===== src/rtl/if_fetch_if.sv =====
// if_fetch_if: simplified AXI read-address/read-data channel pair between fetch (master) and memory (slave)
// ar_valid/ar_ready/ar_addr: single-beat read request; r_valid/r_ready/r_data/r_resp: read data beat and response
interface if_fetch_if #(
  parameter int ADDR_W = 64,
  parameter int DATA_W = 64
);
  logic              ar_valid;
  logic              ar_ready;
  logic [ADDR_W-1:0] ar_addr;
  logic              r_valid;
  logic              r_ready;
  logic [DATA_W-1:0] r_data;
  logic [1:0]        r_resp;
  modport master (output ar_valid, ar_addr, r_ready, input ar_ready, r_valid, r_data, r_resp);
  modport slave  (input ar_valid, ar_addr, r_ready, output ar_ready, r_valid, r_data, r_resp);
endinterface


===== src/rtl/if_fetch.sv =====
// if_fetch: RV64 instruction fetch; owns the PC, issues single-beat AXI reads, hands 32-bit words to decode
// clk/rst_n: clock and synchronous active-low reset; redirect_valid/redirect_pc: new PC from execute/CSR
// bus: AXI AR/R master; inst_valid/id_ready: decode handshake; inst/inst_pc/fetch_err: instruction, its PC, bus fault
module if_fetch #(
  parameter int                ADDR_W   = 64,
  parameter int                DATA_W   = 64,
  parameter logic [ADDR_W-1:0] RESET_PC = 64'h0000_0000_8000_0000
) (
  input  logic              clk,
  input  logic              rst_n,
  input  logic              redirect_valid,
  input  logic [ADDR_W-1:0] redirect_pc,
  if_fetch_if.master        bus,
  output logic              inst_valid,
  input  logic              id_ready,
  output logic [31:0]       inst,
  output logic [ADDR_W-1:0] inst_pc,
  output logic              fetch_err
);
  typedef enum logic [1:0] {ST_IDLE, ST_AR, ST_R, ST_HOLD} state_t;
  state_t            state, state_nxt;
  logic [ADDR_W-1:0] pc, pc_nxt, addr;
  logic              kill, kill_nxt, take;
  always_ff @(posedge clk) begin
    if (!rst_n) begin
      state     <= ST_IDLE;
      pc        <= RESET_PC;
      kill      <= 1'b0;
      addr      <= {RESET_PC[ADDR_W-1:3], 3'b0};
      inst      <= '0;
      inst_pc   <= '0;
      fetch_err <= 1'b0;
    end else begin
      state <= state_nxt;
      pc    <= pc_nxt;
      kill  <= kill_nxt;
      // address is latched on entry to AR so a redirect cannot disturb a pending request
      if (state_nxt == ST_AR && state != ST_AR) addr <= {pc_nxt[ADDR_W-1:3], 3'b0};
      if (take) begin
        inst      <= pc[2] ? bus.r_data[DATA_W-1:32] : bus.r_data[31:0];
        inst_pc   <= pc;
        fetch_err <= |bus.r_resp;
      end
    end
  end
  always_comb begin
    take      = state == ST_R && bus.r_valid && !kill && !redirect_valid;
    state_nxt = state == ST_IDLE ? ST_AR
              : state == ST_AR   ? (bus.ar_ready ? ST_R : ST_AR)
              : state == ST_R    ? (!bus.r_valid ? ST_R : take ? ST_HOLD : ST_AR)
              : (redirect_valid || id_ready) ? ST_AR : ST_HOLD;
    pc_nxt    = redirect_valid ? redirect_pc : take ? pc + ADDR_W'(4) : pc;
    // a redirect with a read outstanding marks the returning beat as stale
    kill_nxt  = redirect_valid ? (state == ST_AR || (state == ST_R && !bus.r_valid))
              : (state == ST_R && bus.r_valid) ? 1'b0 : kill;
  end
  always_comb begin
    bus.ar_valid = state == ST_AR;
    bus.ar_addr  = addr;
    bus.r_ready  = state == ST_R;
    inst_valid   = state == ST_HOLD;
  end
endmodule


===== src/flat_wrapper.sv =====
// flat-port wrapper written by rule: the top's interface ports become plain ports
module if_fetch_flat 
#(
  parameter int                ADDR_W   = 64,
  parameter int                DATA_W   = 64,
  parameter logic [ADDR_W-1:0] RESET_PC = 64'h0000_0000_8000_0000
)
  (clk, rst_n, redirect_valid, redirect_pc, inst_valid, id_ready, inst, inst_pc, fetch_err, bus_ar_valid, bus_ar_addr, bus_r_ready, bus_ar_ready, bus_r_valid, bus_r_data, bus_r_resp);
  if_fetch_if #(.ADDR_W(ADDR_W), .DATA_W(DATA_W)) bus_i ();
  input  logic clk;
  input  logic rst_n;
  input  logic redirect_valid;
  input  logic [ADDR_W-1:0] redirect_pc;
  output logic inst_valid;
  input  logic id_ready;
  output logic [31:0] inst;
  output logic [ADDR_W-1:0] inst_pc;
  output logic fetch_err;
  output wire logic [$bits(bus_i.ar_valid)-1:0] bus_ar_valid;
  output wire logic [$bits(bus_i.ar_addr)-1:0] bus_ar_addr;
  output wire logic [$bits(bus_i.r_ready)-1:0] bus_r_ready;
  input wire logic [$bits(bus_i.ar_ready)-1:0] bus_ar_ready;
  input wire logic [$bits(bus_i.r_valid)-1:0] bus_r_valid;
  input wire logic [$bits(bus_i.r_data)-1:0] bus_r_data;
  input wire logic [$bits(bus_i.r_resp)-1:0] bus_r_resp;
  assign bus_ar_valid = bus_i.ar_valid;
  assign bus_ar_addr = bus_i.ar_addr;
  assign bus_r_ready = bus_i.r_ready;
  assign bus_i.ar_ready = bus_ar_ready;
  assign bus_i.r_valid = bus_r_valid;
  assign bus_i.r_data = bus_r_data;
  assign bus_i.r_resp = bus_r_resp;
  if_fetch #(.ADDR_W(ADDR_W), .DATA_W(DATA_W), .RESET_PC(RESET_PC)) u_core (.clk(clk), .rst_n(rst_n), .redirect_valid(redirect_valid), .redirect_pc(redirect_pc), .bus(bus_i), .inst_valid(inst_valid), .id_ready(id_ready), .inst(inst), .inst_pc(inst_pc), .fetch_err(fetch_err));
endmodule

===== config.mk =====
export PLATFORM = sky130hd
export DESIGN_NAME = if_fetch_flat
export DESIGN_NICKNAME = d
export VERILOG_FILES = /design/src/rtl/if_fetch_if.sv /design/src/rtl/if_fetch.sv /design/src/flat_wrapper.sv
export SDC_FILE = /design/constraint.sdc
export NUM_CORES = 1
export LEC_CHECK = 0
export BUFFER_PORTS_ARGS = -buffer_cell sky130_fd_sc_hd__buf_4
export CAP_MARGIN = 20
export CORE_MARGIN = 8
export CORE_UTILIZATION = 52
export DETAILED_ROUTE_END_ITERATION = 10
export HOLD_SLACK_MARGIN = 0.06
export PLACE_DENSITY_LB_ADDON = 0.1
export SLEW_MARGIN = 20
export SYNTH_ARGS = -nofsm -noshare
export SYNTH_HDL_FRONTEND = slang
export SYNTH_SLANG_ARGS = --single-unit
export TNS_END_PERCENT = 1

===== constraint.sdc =====
create_clock -name clk -period 3.2 [get_ports clk]
set_clock_uncertainty 0.05 [all_clocks]
set_input_delay 0.48 -clock clk [delete_from_list [all_inputs] [get_ports clk]]
set_output_delay 0.48 -clock clk [all_outputs]
set_load 0.01 [all_outputs]

## Word-level counts from Yosys, hierarchy flattened

Index checks and enable logic that the tools add are counted.

| operators by class | value |
|---|---|
| add/sub/neg operators | 1 |
| equal/unequal tests | 5 |
| mux-type cells | 12 |
| reductions and logical operators | 14 |

Operators by type and width:

| operator | count |
|---|---|
| 64-bit 2-to-1 mux | 2 |
| 64-bit by 3-bit adder with 64-bit output (second input constant) | 1 |
| 32-bit 2-to-1 mux | 1 |
| 2-bit 2-to-1 mux | 7 |
| 1-bit logical AND | 5 |
| 2-bit by 1-bit == test with 1-bit output (second input constant) | 2 |
| 2-bit == test (second input constant) | 2 |
| 2-bit nonzero test | 2 |
| 1-bit zero test | 3 |
| 2-bit zero test | 1 |
| 1-bit logical OR | 2 |
| 1-bit 2-to-1 mux | 2 |
| 2-bit by 1-bit != test with 1-bit output (second input constant) | 1 |
| 2-bit OR reduction | 1 |

| storage, ports and cells | value |
|---|---|
| register bits | 225 |
| input bits | 136 |
| output and inout port bits | 164 |
| word-level logic and storage cells | 40 |

## Depth between registers and ports, before layout

| depth | value |
|---|---|
| depth in word-level cells | 11 |
| gate-level depth with buffers | 8 |
| depth with buffers taken out | 6 |

## Worst setup path after synthesis

Ideal clock, no wire load.

| timing path | value |
|---|---|
| path kind | input-to-reg |
| start point | input port redirect_valid |
| end point | register u_core.pc[56] |
| setup time | 91 ps |
| arrival time | 2510 ps |
| slack | 549 ps |
| stages on the path | 7 |
| cell sequence | nand3b_1 -> or4_1 -> buf_2 -> or4_1 -> clkbuf_2 -> or4_1 -> a311oi_1 |

| on the way | value |
|---|---|
| word-level cells in the longest chain between the ends | 4 |

Ends and longest elaborated chain:

| what | RTL line | text |
|---|---|---|
| from (decl) | flat_wrapper.sv:12 | `input logic redirect_valid;` |
| 1-bit zero test | if_fetch.sv:47 | `take = state == ST_R && bus.r_valid && !kill && !redirect_valid;` |
| 1-bit logical AND | if_fetch.sv:47 |  |
| 64-bit 2-to-1 mux | if_fetch.sv:52 | `pc_nxt = redirect_valid ? redirect_pc : take ? pc + ADDR_W'(4) : pc;` |
| 64-bit 2-to-1 mux (*) | if_fetch.sv:52 |  |
| to (signal assigned) | if_fetch.sv:35 | `pc <= pc_nxt;` |
| to (decl) | if_fetch.sv:22 | `logic [ADDR_W-1:0] pc, pc_nxt, addr;` |

Mark *: on every way between the ends. The rest lies on a longest branch, timed or not. The select of a mux whose other input is x is not followed.
A chain may end at the register's enable or synchronous reset.

## Worst setup path in the final report

| timing path | value |
|---|---|
| start point | register u_core.pc[11] |
| end point | register u_core.pc[56] |

| on the way | value |
|---|---|
| word-level cells in the longest chain between the ends | 3 |

Ends and longest elaborated chain:

| what | RTL line |
|---|---|
| 64-bit by 3-bit adder with 64-bit output | if_fetch.sv:52 |
| 64-bit 2-to-1 mux (2 in series) | if_fetch.sv:52 |

No other way between the ends. The select of a mux whose other input is x is not followed.

==> impl_results.md <==
* Status: finished, final reports clean
* Clock share of power at 40.6%
* Crit start category: register
* Asr flop ratio synth at 0%
* Worst VDD drop at about 360 µV
* Final instance area at 0.0133 mm²
* Commonest non-fill, non-tap cells in the layout: buf_4, dfxtp_1, nand2_1, a21oi_1, nor2_1
* RSZ-0062 raised after global routing: false
* Total GRT Usage at between 20% and 30%
* IO Port Bufs at roughly 300
* Hold_buf cts at 0
* Layout area overhead at 31.9%
* Initial cell density of the core at around 52%
* Post-CTS sizing at 0
* Post-Synth Simple-Gate Area at 24.3%
* Sequential power share at 46.6%
* Worst EP required at 3.57 ns
* Setup crit end kind: register
* CTS buffer count at 24
* Setup bufs post-CTS at 0
* Tcrit/Tclk final at roughly nine tenths
* Worst Max-Slew Pin Slew at 1.08 ns
* DR vias at 10300
* CTS tree: built
* Core ar. at 0.0193 mm²
* Top_reg_cell synth: dfxtp_1
* Final hold violations at 0
* Sequential-to-total area share from yosys stat at 44.7%
* Commonest non-fill, non-tap cell in the layout: buf_4
* Max-Cap Viols at 0
* Wire per inst at 19.8 µm
* Internal at 4.92 mW
* Worst hold path class: in -> reg
* Largest family of logic cells by synthesized area: simple AND/OR/NAND/NOR gates
* Multiplexer share of the synthesized area at 3.99%
* Ys Warns at 0
* Largest net degree at the start of global routing at 115
* Drt pass-1 iters at 5
* Net Sw Frac at between 20% and 30%
* Gp weighted congestion at 0.928
* Worst-path clk slew at 0.06 ns
* Global-route wire length before repair at 54500 µm
* N_diodes at 0
* Reg2reg end: u_core.pc[56]
* Setup violators final at 0
* Post-DP Area at between 0.01 and 0.015 mm²
* DRC Markers at 0
* Clk buf depth at 3
* Setup_tns at 0 ns
* Avg Cell Area, Syn at 8.20 µm²
* Die Y at roughly 160 µm
* # H-tree levels at 1
* Placed cell count at 1717
* DRT antenna net count at 0
* Number of fill cells at 1634
* WL final at 34700 µm
* Final #Nets at 1615
* Worst Path Arrival at 3.23 ns
* CTS sink count at 225
* Final Util at 69.0%
* Clock latency on the worst-skew pair at about 0.52 ns
* Hold Path Cell Cnt at 3
* Synth Area in Compound Gates at 20.6%
* Synth unique cells at 63
* Worst-path fanout max at 6
* Vias in the first global route at 10100
* Row cnt at 51
* Root Driver: clkbuf_16
* Slew Limit Headroom at between 20 and 30%
* Hold Startpoint: redirect_pc[1]
* Tmin final at 2.86 ns
* EDFF count, synth at 0
* WHS Endpoint: u_core.pc[1]
* Hpwl dp at 24900 µm
* Initial antenna violation count at 0
* Layout cells sized above 1 at 25.6%
* Number of DRC markers in iteration 0 at between 700 and 800
* Reg2reg start: u_core.pc[11]
* Total grt overflow at 0
* Total die area at around 0.024 mm²
* LEAKAGE at 5.15 nW
* PD cells at approximately 500 mW/mm²
* Max Clock Freq at around 0.35 GHz
* Number of synthesized register bits at 225
* DR vias/cell at about 5.9
* Xor/xnor share of the synthesized area at 1.65%
* Synth Cell Area at 0.0101 mm²
* Net Sw Power at 1.71 mW
* R2R cell count at 5
* Reg-to-reg slack, setup at 0.34 ns
* Comb pwr share at 12.9%
* Count of boundary I/O pins at 300
* CP Launch Point: u_core.pc[11]
* Final Non-Filler Cells at 1756
* Die boundary width at 155 µm
* Critical path class: reg -> reg
* Synth Area in Adders at less than 1%
* Synth Instances at 1229
* Pins over their slew limit at 0
==> worst max-delay path, stage by stage, from the launching register on <==
cell      delay, ns
dfxtp_1        0.42
nand3_1        0.18
or4_1          0.68
or4_1          0.66
or4_1          0.53
a311oi_1       0.25
==> logic make-up after synthesis <==
| group | after synthesis |
|---|---|
| buffers and inverters | 120 |
| AOI/OAI and AO/OA | 324 |
| muxes | 40 |
| xor gates and xnor gates | 19 |
| and+or+nand+nor | 499 |
| other | 1 |
| adders and majority gates | 1 |
| DFF | 225 |
==> per-layer routing <==
metal,GRT usage (%),vias to the layer above,share of wire [%]
met5,0,-,0
met4,9.80,0,2.9
met3,7.77,71,11
met2,45.9,525,47
met1,33.8,4754,39
li1,-,4960,-
==> final cells by class <==
| cell class | count | area [µm²] | share of cell area [%] |
|---|---|---|---|
| clock buffers | 32 | 692 | 5.21 |
| clock inverters | 7 | 65.1 | 0.490 |
| inverters | 13 | 51.3 | 0.386 |
| multi-input cells | 886 | 5130 | 38.6 |
| flip-flops and latches | 225 | 4510 | 33.9 |
| well taps | 265 | 332 | 2.49 |
| repair buffers | 328 | 2510 | 18.9 |
==> worst max-delay path by stage <==
stage / to / cells past startpoint
finish: u_core.pc[56] / 5
global route: u_core.pc[56] / 5
CTS: u_core.pc[56] / 5
detailed placement: u_core.pc[56] / 6
global placement: u_core.pc[56] / 6
floorplan: u_core.pc[56] / 7
==> cell usage after synthesis (8+ instances only) <==
| master | number | area share (%) |
|---|---|---|
| and3_1 | 18 | 1.1 |
| clkbuf_1 | 95 | 3.5 |
| a31oi_1 | 22 | 1.4 |
| nand2b_1 | 20 | 1.2 |
| a211oi_1 | 36 | 2.7 |
| nand4_1 | 27 | 1.7 |
| inv_1 | 12 | 0.45 |
| nor2b_1 | 8 | 0.50 |
| nand2_1 | 197 | 7.3 |
| nor3_1 | 20 | 0.99 |
| or4_1 | 17 | 1.3 |
| o31a_1 | 13 | 1.1 |
| nor4_1 | 27 | 1.7 |
| or3_1 | 11 | 0.68 |
| a32oi_1 | 12 | 1.0 |
| and4_1 | 14 | 1.2 |
| a21oi_1 | 101 | 5.0 |
| o21ai_0 | 65 | 3.2 |
| nand3_1 | 53 | 2.6 |
| mux2i_1 | 39 | 3.9 |
| dfxtp_1 | 225 | 45 |
| xnor2_1 | 15 | 1.3 |
| nor2_1 | 70 | 2.6 |
| o31ai_1 | 23 | 1.7 |
==> power by group through the flow <==
stage               clock, mW  sequential (mW)  combinational (mW)
global route             2.83             3.10               0.923
detailed placement          0             3.14               0.849
finish                   2.69             3.09               0.854
floorplan                   0             3.13               0.410
global placement            0             3.13               0.840
CTS                      2.72             3.08               0.853
==> flip-flops by register name, indices dropped and copies added, names as in the netlist <==
register / cells
u_core.bus.ar_addr: 61
u_core.fetch_err: 1
u_core.inst: 32
u_core.inst_pc: 64
u_core.kill: 1
u_core.pc: 64
u_core.state: 2
==> per-stage QoR <==
stage / setup slack (ns) / total power, mW / hold slack [ns]
after CTS: 0.346 / 6.66 / 0.153
after global routing: 0.0940 / 6.86 / 0.170
final: 0.340 / 6.63 / 0.167
after floorplan: 0.549 / 3.54 / 0.381
after detailed placement: 0.283 / 3.99 / 0.394
after global placement: 0.337 / 3.97 / 0.387
Note: power is estimated with default switching activity, not from simulation.
